## config.mk

```make
export PLATFORM = sky130hd
export DESIGN_NAME = vec_issue_sequencer
export DESIGN_NICKNAME = d
export VERILOG_FILES = /design/src/rtl/vec_issue_sequencer.sv
export SDC_FILE = /design/constraint.sdc
export NUM_CORES = 1
export LEC_CHECK = 0
export CORE_MARGIN = 5
export CORE_UTILIZATION = 25
export DETAILED_ROUTE_END_ITERATION = 8
export GPL_ROUTABILITY_DRIVEN = 0
export MAX_ROUTING_LAYER = met4
export SKIP_LAST_GASP = 1
export SLEW_MARGIN = 20
export SYNTH_ARGS = -nofsm -noshare
export SYNTH_HDL_FRONTEND = slang
export SYNTH_SLANG_ARGS = --single-unit
```

## constraint.sdc

```tcl
create_clock -name clk -period 4.6 [get_ports clk]
set_input_delay 0.92 -clock clk [delete_from_list [all_inputs] [get_ports clk]]
set_output_delay 0.92 -clock clk [all_outputs]
set_load 0.01 [all_outputs]
```

## src/rtl/vec_issue_sequencer.sv

```systemverilog
// Fetch/issue controller for the CGRA vector core.
// Walks a word-addressed PC through a synchronous instruction ROM, shows each
// instruction to the decoder for exactly one cycle, acts on the decode flags,
// and stalls issue while a vector op streams its VL elements through the datapath.
module vec_issue_sequencer #(
    parameter int dwidth_inst = 32,
    parameter int PC_WIDTH    = 10,
    parameter int VL_WIDTH    = 8,
    parameter int MAX_VL      = 16,
    parameter logic [dwidth_inst-1:0] HALT_INSTR = 32'h0000_0073
) (
    input  logic                   clk,
    input  logic                   rst,
    input  logic                   start,
    output logic [PC_WIDTH-1:0]    imem_addr,
    input  logic [dwidth_inst-1:0] imem_rdata,
    output logic [dwidth_inst-1:0] instr,
    output logic                   instr_valid,
    input  logic                   is_not_vect,
    input  logic                   is_bne,
    input  logic                   branch_taken,
    input  logic [11:0]            branch_immediate,
    input  logic                   is_csr,
    input  logic [VL_WIDTH-1:0]    vl_imm,
    input  logic                   dp_ready,
    output logic                   vec_busy,
    output logic [VL_WIDTH-1:0]    vec_elem_idx,
    output logic [VL_WIDTH-1:0]    vl,
    output logic                   busy,
    output logic                   done
);

    localparam logic [1:0] S_IDLE  = 2'd0;
    localparam logic [1:0] S_FETCH = 2'd1;
    localparam logic [1:0] S_ISSUE = 2'd2;
    localparam logic [1:0] S_VEXEC = 2'd3;

    localparam logic [VL_WIDTH-1:0] MAX_VL_V = VL_WIDTH'(MAX_VL);
    localparam logic [PC_WIDTH-1:0] PC_ONE   = PC_WIDTH'(1);
    localparam logic [VL_WIDTH-1:0] VL_ONE   = VL_WIDTH'(1);

    logic [1:0]          state, state_nxt;
    logic [PC_WIDTH-1:0] pc, pc_nxt;
    logic [VL_WIDTH-1:0] vl_q, vl_nxt;
    logic [VL_WIDTH-1:0] idx_q, idx_nxt;

    logic                   issuing;
    logic                   is_halt;
    logic [PC_WIDTH-1:0]    pc_inc;
    logic [PC_WIDTH+10:0]   br_sext;
    logic [PC_WIDTH-1:0]    br_off;
    logic [VL_WIDTH-1:0]    vl_clamped;

    // The decoder's immediate is in half-words; dropping bit 0 gives a word
    // offset, which is sign-extended and then folded to PC width so that the
    // PC addition wraps naturally.
    assign br_sext    = {{PC_WIDTH{branch_immediate[11]}}, branch_immediate[11:1]};
    assign br_off     = br_sext[PC_WIDTH-1:0];
    assign pc_inc     = pc + PC_ONE;
    assign vl_clamped = (vl_imm > MAX_VL_V) ? MAX_VL_V : vl_imm;

    // Outputs are decoded straight from state so an async reset clears them at once.
    assign issuing      = (state == S_ISSUE);
    assign is_halt      = (imem_rdata == HALT_INSTR);
    assign imem_addr    = pc;
    assign instr        = issuing ? imem_rdata : '0;
    assign instr_valid  = issuing;
    assign done         = issuing && is_halt;
    assign vec_busy     = (state == S_VEXEC);
    assign busy         = (state != S_IDLE);
    assign vl           = vl_q;
    assign vec_elem_idx = idx_q;

    // Next-state, PC, VL and element-counter selection for the issue FSM.
    always_comb begin
        state_nxt = state;
        pc_nxt    = pc;
        vl_nxt    = vl_q;
        idx_nxt   = idx_q;
        case (state)
            S_IDLE: begin
                if (start) begin
                    state_nxt = S_FETCH;
                    pc_nxt    = '0;
                    idx_nxt   = '0;
                end
            end
            S_FETCH: begin
                state_nxt = S_ISSUE;
            end
            S_ISSUE: begin
                if (is_halt) begin
                    state_nxt = S_IDLE;
                end else if (is_csr) begin
                    vl_nxt    = vl_clamped;
                    pc_nxt    = pc_inc;
                    state_nxt = S_FETCH;
                end else if (is_bne) begin
                    pc_nxt    = branch_taken ? (pc + br_off) : pc_inc;
                    state_nxt = S_FETCH;
                end else if (!is_not_vect && (vl_q != '0)) begin
                    idx_nxt   = '0;
                    state_nxt = S_VEXEC;
                end else begin
                    pc_nxt    = pc_inc;
                    state_nxt = S_FETCH;
                end
            end
            S_VEXEC: begin
                if (dp_ready) begin
                    if (idx_q == (vl_q - VL_ONE)) begin
                        idx_nxt   = '0;
                        pc_nxt    = pc_inc;
                        state_nxt = S_FETCH;
                    end else begin
                        idx_nxt = idx_q + VL_ONE;
                    end
                end
            end
            default: begin
                state_nxt = S_IDLE;
            end
        endcase
    end

    // State registers; reset drops any in-flight vector op and restores VL to its ceiling.
    always_ff @(posedge clk or negedge rst) begin
        if (!rst) begin
            state <= S_IDLE;
            pc    <= '0;
            vl_q  <= MAX_VL_V;
            idx_q <= '0;
        end else begin
            state <= state_nxt;
            pc    <= pc_nxt;
            vl_q  <= vl_nxt;
            idx_q <= idx_nxt;
        end
    end

endmodule

```

---- After elaboration in Yosys (flattened, before gate mapping) ----
Index checks and enable logic that the tools add are counted.
storage, ports and cells
  flip-flop bits (word level) ............. 28
  bits of input ports ..................... 60
  output and inout port bits .............. 62
  logic and storage cells ................. 61
operators by class
  bitwise gates (word level) .............. 1
  eq/ne operators ......................... 13
  order comparisons ....................... 1
  add/subtract/negate cells ............... 4
  reductions and logical operators ........ 11
  muxes and demuxes ....................... 27
operator list
  operator                 number
  $mux W10                 8
  $mux W8                  8
  $eq A32 B7 Y1 const B    1
  $mux W32                 1
  $pmux W10 S3             1
  $pmux W8 S3              1
  $mux W2                  7
  $add A10 B1 Y10 const B  1
  $add A10 B10 Y10         1
  $ne A2 B2 Y1 const B     5
  $add A8 B1 Y8 const B    1
  $eq A8 B8 Y1             1
  $gt A8 B5 Y1 const B     1
  $pmux W2 S4              1
  $reduce_bool A8 Y1       1
  $sub A8 B1 Y8 const B    1
  $reduce_and A7 Y1        1
  $reduce_and A3 Y1        2
  $reduce_and A6 Y1        1
  $eq A2 B2 Y1 const B     2
  $ne A2 B1 Y1 const B     2
  $ne A4 B4 Y1 const B     1
  $reduce_bool A3 Y1       1
  $eq A2 B1 Y1 const B     1
  other kinds (5)          6

---- Logic depth before layout (Yosys ltp) ----
  depth in word-level cells ............... 7
  depth in mapped cells ................... 12
  depth with buffers taken out ............ 12

---- Least setup slack after synthesis ----
No wires, ideal clock.
  path type ............................... input -> register
  from .................................... input branch_immediate[1]
  to ...................................... register pc[8] (netlist: imem_addr[8])
  library setup time ...................... 0.129 ns
  buffers on the path ..................... 0
  stages .................................. 12
  setup slack ............................. 1.795 ns
  required time ........................... 4.471 ns
  arrival ................................. 2.676 ns
  cells stage by stage .................... ha_1 -> inv_1 -> fa_1 -> nor2b_1 -> o21ai_0 -> nand2b_1 -> a21o_1 -> a21o_1 -> a21oi_1 -> mux2_2 -> nor3_1 -> o21ai_0
on the way
  word-level cells in the longest chain between the ends .. 6
RTL lines
  item                  line  RTL
  start, declared       22    input logic [11:0] branch_immediate,
  $add A10 B10 Y10      99    pc_nxt = branch_taken ? (pc + br_off) : pc_inc;
  $mux W10              99
  $mux W10              98    end else if (is_bne) begin
  $mux W10              94    end else if (is_csr) begin
  $mux W10              92    if (is_halt) begin
  $pmux W10 S3          80    case (state)
  end signal, assigned  135   pc <= pc_nxt;
  end, declared         43    logic [PC_WIDTH-1:0] pc, pc_nxt;
No other way between the ends. The select of a mux whose other input is x is not followed.
A chain may end at the register's enable or synchronous reset.

---- Worst setup path in the final report ----
  from .................................... input imem_rdata[12]
  to ...................................... output done
on the way
  word-level cells in the longest chain between the ends .. 2
RTL lines
  item                 line  RTL
  start, declared      16    input logic [dwidth_inst-1:0] imem_rdata,
  $eq A32 B7 Y1        64    assign is_halt = (imem_rdata == HALT_INSTR);
  $logic_and A1 B1 Y1  68    assign done = issuing && is_halt;
  end, declared        30    output logic done
No other way between the ends.

==> metrics.yaml <==
logic_synthesis:
  synth_warnings: 0
  mappedNetlistNets: 398
  yosys.area.top_type: "sky130_fd_sc_hd__dfrtp_1"
  synth_sequential_area_ratio_pct: 27.38
  synth-async-reset-ratio_pct: 100.0
  mean_post_synth_cell_area_sq_um: 8.012
  synth_flop_cell: "sky130_fd_sc_hd__dfrtp_1"
  synth.cell_area_sq_um: 2564
  synth_cells: 320
  ys_seq_elements: 28
  synth_edf_count: 0
  netlist_top_cells_count: "36 x sky130_fd_sc_hd__and2_1, 35 x sky130_fd_sc_hd__nand2_1, 30 x sky130_fd_sc_hd__o21ai_0"
  yosys-top-cells-area: "sky130_fd_sc_hd__dfrtp_1 26%, sky130_fd_sc_hd__and2_1 8.8%, sky130_fd_sc_hd__ha_1 8.3%"
  yosys.cell_types.count: 45
  post-synth-top-count-cell: "sky130_fd_sc_hd__and2_1"
  area_share_of_the_largest_cell_type_after_synthesis_pct: 26.35
floorplanning:
  placeableCoreArea_sq_um: 10180
  overall_die_height_microns: 111.3
  io_pins: 122
  floorplan.die_area_sq_um: 12380
  fp-row-count: 37
  floorplan_die_width_microns: 111.3
  effective_utilization_at_floorplan_pct: 25.17
clocking:
  cts_num_sinks: 28
  postCtsResizedCells: 0
  clk_path_buf_depth: 2
  clk-insertion-delay-late_ns: 0.28
  clock-root-buffer: "sky130_fd_sc_hd__clkbuf_8"
  clock_pin_slew_on_the_worst_setup_and_hold_paths_ns: 0.10
  cts_inserted_buffers: 3
  post-cts-setup-buffers: 0
  cts_tree: "done"
  htree_levels: 1
  cts-hold-fix-buffers: 0
sta:
  timing.slew.headroom_pct: 34.00
  fin_hold_ws_ns: 0.5495
  worstMarginPinSlew_ns: 0.9900
  fin_skew_ns: 0.007038
  layout_min_cycle_time_ns: 3.686
  setup_viol: 0
  slew_viol_final: 0
  max_clock_freq_mhz: 271.3
  hold_viol: 0
  unrepaired_setup_endpoints_after_global_routing: "false"
  timing.final.crit_share_pct: 80.13
  finalSetupTns_ns: 0
critical_path:
  critical_path.reg2reg.startpoint: "vl[0]$_DFFE_PN0P_"
  cp_top_family: "buffers and inverters"
  worst_reg_to_reg_path_cell_count: 9
  critical-path-top-cell-by-count: "sky130_fd_sc_hd__clkdlybuf4s50_1"
  worst-endpoint-required_ns: 3.68
  critPathCaptureType: "output pin"
  critPathMaxStageDelay_ns: 0.56
  worstPathCellList: "clkdlybuf4s50_1 > nor4b_1 > nand4_1 > nor2_1 > and2_1 > clkdlybuf4s50_1"
  worst-endpoint-arrival_ns: 2.77
  crit_path_start_kind: "input pin"
  setup_cp_type: "input pin to output pin"
  r2r_end: "vec_elem_idx[4]$_DFFE_PN0P_"
  worst-r2r-setup-slack_ns: 1.93
  worst-path-max-fanout: 3
  crit_buf_inv: 2
  slowest_stage: "sky130_fd_sc_hd__clkdlybuf4s50_1"
global_route:
  pin_count_of_the_biggest_net_entering_global_routing: 39
  grt_pass1_vias: 2534
  total_grt_usage_pct: 12.62
  wire_length_of_the_first_global_routing_pass_mm: 12.87
  gr-total-overflow: 0
  antenna_found_initial: 0
final_layout:
  layout.nets: 512
  area_taken_by_multi_input_logic_gates_sq_um: 1729
  syn_to_final_growth_pct: 54.08
  utilization_pct: 38.78
  antenna-diode-count: 0
  regArea_sq_um: 701.9
  fillers: 1066
  drive_above_1_share_pct: 3.695
drt:
  routed_antenna_nets: 0
  avgRoutedWirePerCell_microns: 13.96
  vias_per_cell: 4.583
  remaining_drc_errors: 0
  detailedRoute.firstIterationViolations: 72
  drtPass1Iterations: 4
  route.vias.total: 2608
  wl_mm: 7.944
hold_path:
  holdPathEnd: "vl[4]$_DFFE_PN1P_"
  timing.hold.worst_path_depth: 2
  worst_hold_path_type: "flop to flop"
  timing.hold.worst.start: "vl[4]$_DFFE_PN1P_"
placed_design:
  numPortBuffers: 119
  detailed_place_hpwl_mm: 6.463
power_and_ir_drop:
  irDropWorstVdd_v: 0.0001951
  design_power_total_mw: 1.335
  powerDensity_nw_per_um2: 337.9
  p_leak_nw: 1.625
job:
  drv.max_cap_violation_count: 0
run_status:
  outcome: "finished clean"
==> worst max-delay path by stage <==
stage                                    from                        to  slack, ns  cells past startpoint
after global routing            imem_rdata[8]                      done       0.77                      6
after global placement         imem_rdata[12]                      done       0.88                      6
after detailed placement       imem_rdata[12]                      done       0.88                      6
after CTS                      imem_rdata[12]                      done       0.87                      6
final                          imem_rdata[12]                      done       0.91                      6
after floorplan           branch_immediate[1]  imem_addr[8]$_DFFE_PN0P_       1.79                     12
==> layer usage <==
layer | global-route usage, % | part of all wire (%) | vias to the layer above
met5 | - | 0 | -
li1 | - | - | 1346
met2 | 21.67 | 51 | 54
met1 | 16.34 | 46 | 1204
met4 | 0.7299 | 0.18 | 0
met3 | 2.238 | 3.3 | 4
==> power breakdown <==
| part | leakage [nW] | internal [mW] | total, mW | switching [mW] |
|---|---|---|---|---|
| registers | 0.381 | 0.287 | 0.349 | 0.0623 |
| clock network | 0.0357 | 0.117 | 0.203 | 0.0859 |
| logic | 1.21 | 0.390 | 0.783 | 0.393 |
| total | 1.62 | 0.794 | 1.33 | 0.541 |
==> through the flow <==
stage	setup WS [ns]	std cells	area (sq um)
floorplan	1.795	320	2564
global placement	0.8809	565	3879
detailed placement	0.8786	565	3879
CTS	0.8716	569	3950
global route	0.7727	569	3950
finish	0.9142	569	3950
==> tightest hold or removal path: cells and delay by family (launching register included) <==
family	cells	cell delay [ns]
and+or+nand+nor	1	0.06
AOI/OAI and AO/OA	1	0.07
DFF	1	0.42
==> cell families (layout without fill, tap and decap cells) <==
kind of cell,after synthesis,in the layout,synth area share [%]
AND/OR/NAND/NOR,141,141,30.80
AO/OA/AOI/OAI,73,73,17.18
buffers and inverters,31,144,5.173
flip-flops,28,28,27.38
XOR/XNOR,21,21,7.174
adder cells (fa/ha/maj),18,18,9.077
multiplexers,8,8,3.221
==> area by class of cell <==
| cell class | instances | share of cell area (%) |
|---|---|---|
| Multi-Input combinational cell | 261 | 43.78 |
| Timing Repair Buffer | 121 | 30.54 |
| Sequential cell | 28 | 17.77 |
| Tap cell | 136 | 4.308 |
| Inverter | 19 | 1.806 |
| Clock buffer | 3 | 1.045 |
| Clock inverter | 1 | 0.7602 |
==> registers in the layout, indices dropped and copies added (netlist names) <==
name,flops
state,2
vl,8
imem_addr,10
vec_elem_idx,8
==> cells in the final DEF, fill, tap and decap left out, types with 3 or more instances in the layout <==
master | netlist | final
sky130_fd_sc_hd__clkdlybuf4s50_1 | 0 | 119
sky130_fd_sc_hd__and2_1 | 36 | 36
sky130_fd_sc_hd__nand2_1 | 35 | 35
sky130_fd_sc_hd__o21ai_0 | 30 | 30
sky130_fd_sc_hd__dfrtp_1 | 27 | 27
sky130_fd_sc_hd__inv_1 | 19 | 19
sky130_fd_sc_hd__ha_1 | 17 | 17
sky130_fd_sc_hd__xnor2_1 | 15 | 15
sky130_fd_sc_hd__a21oi_1 | 15 | 15
sky130_fd_sc_hd__nor2_1 | 12 | 12
sky130_fd_sc_hd__nor4_1 | 10 | 10
sky130_fd_sc_hd__nor3_1 | 8 | 8
sky130_fd_sc_hd__nand3_1 | 8 | 8
sky130_fd_sc_hd__and3_1 | 7 | 7
sky130_fd_sc_hd__nand2b_1 | 7 | 7
sky130_fd_sc_hd__xor2_1 | 6 | 6
sky130_fd_sc_hd__mux2i_1 | 6 | 6
sky130_fd_sc_hd__o22ai_1 | 5 | 5
sky130_fd_sc_hd__nor2b_1 | 5 | 5
sky130_fd_sc_hd__a21o_1 | 4 | 4
sky130_fd_sc_hd__o211ai_1 | 4 | 4
sky130_fd_sc_hd__a31oi_1 | 3 | 3
sky130_fd_sc_hd__nor3b_1 | 3 | 3
sky130_fd_sc_hd__clkbuf_8 | 0 | 3
Power figures use the tool's default switching activity.
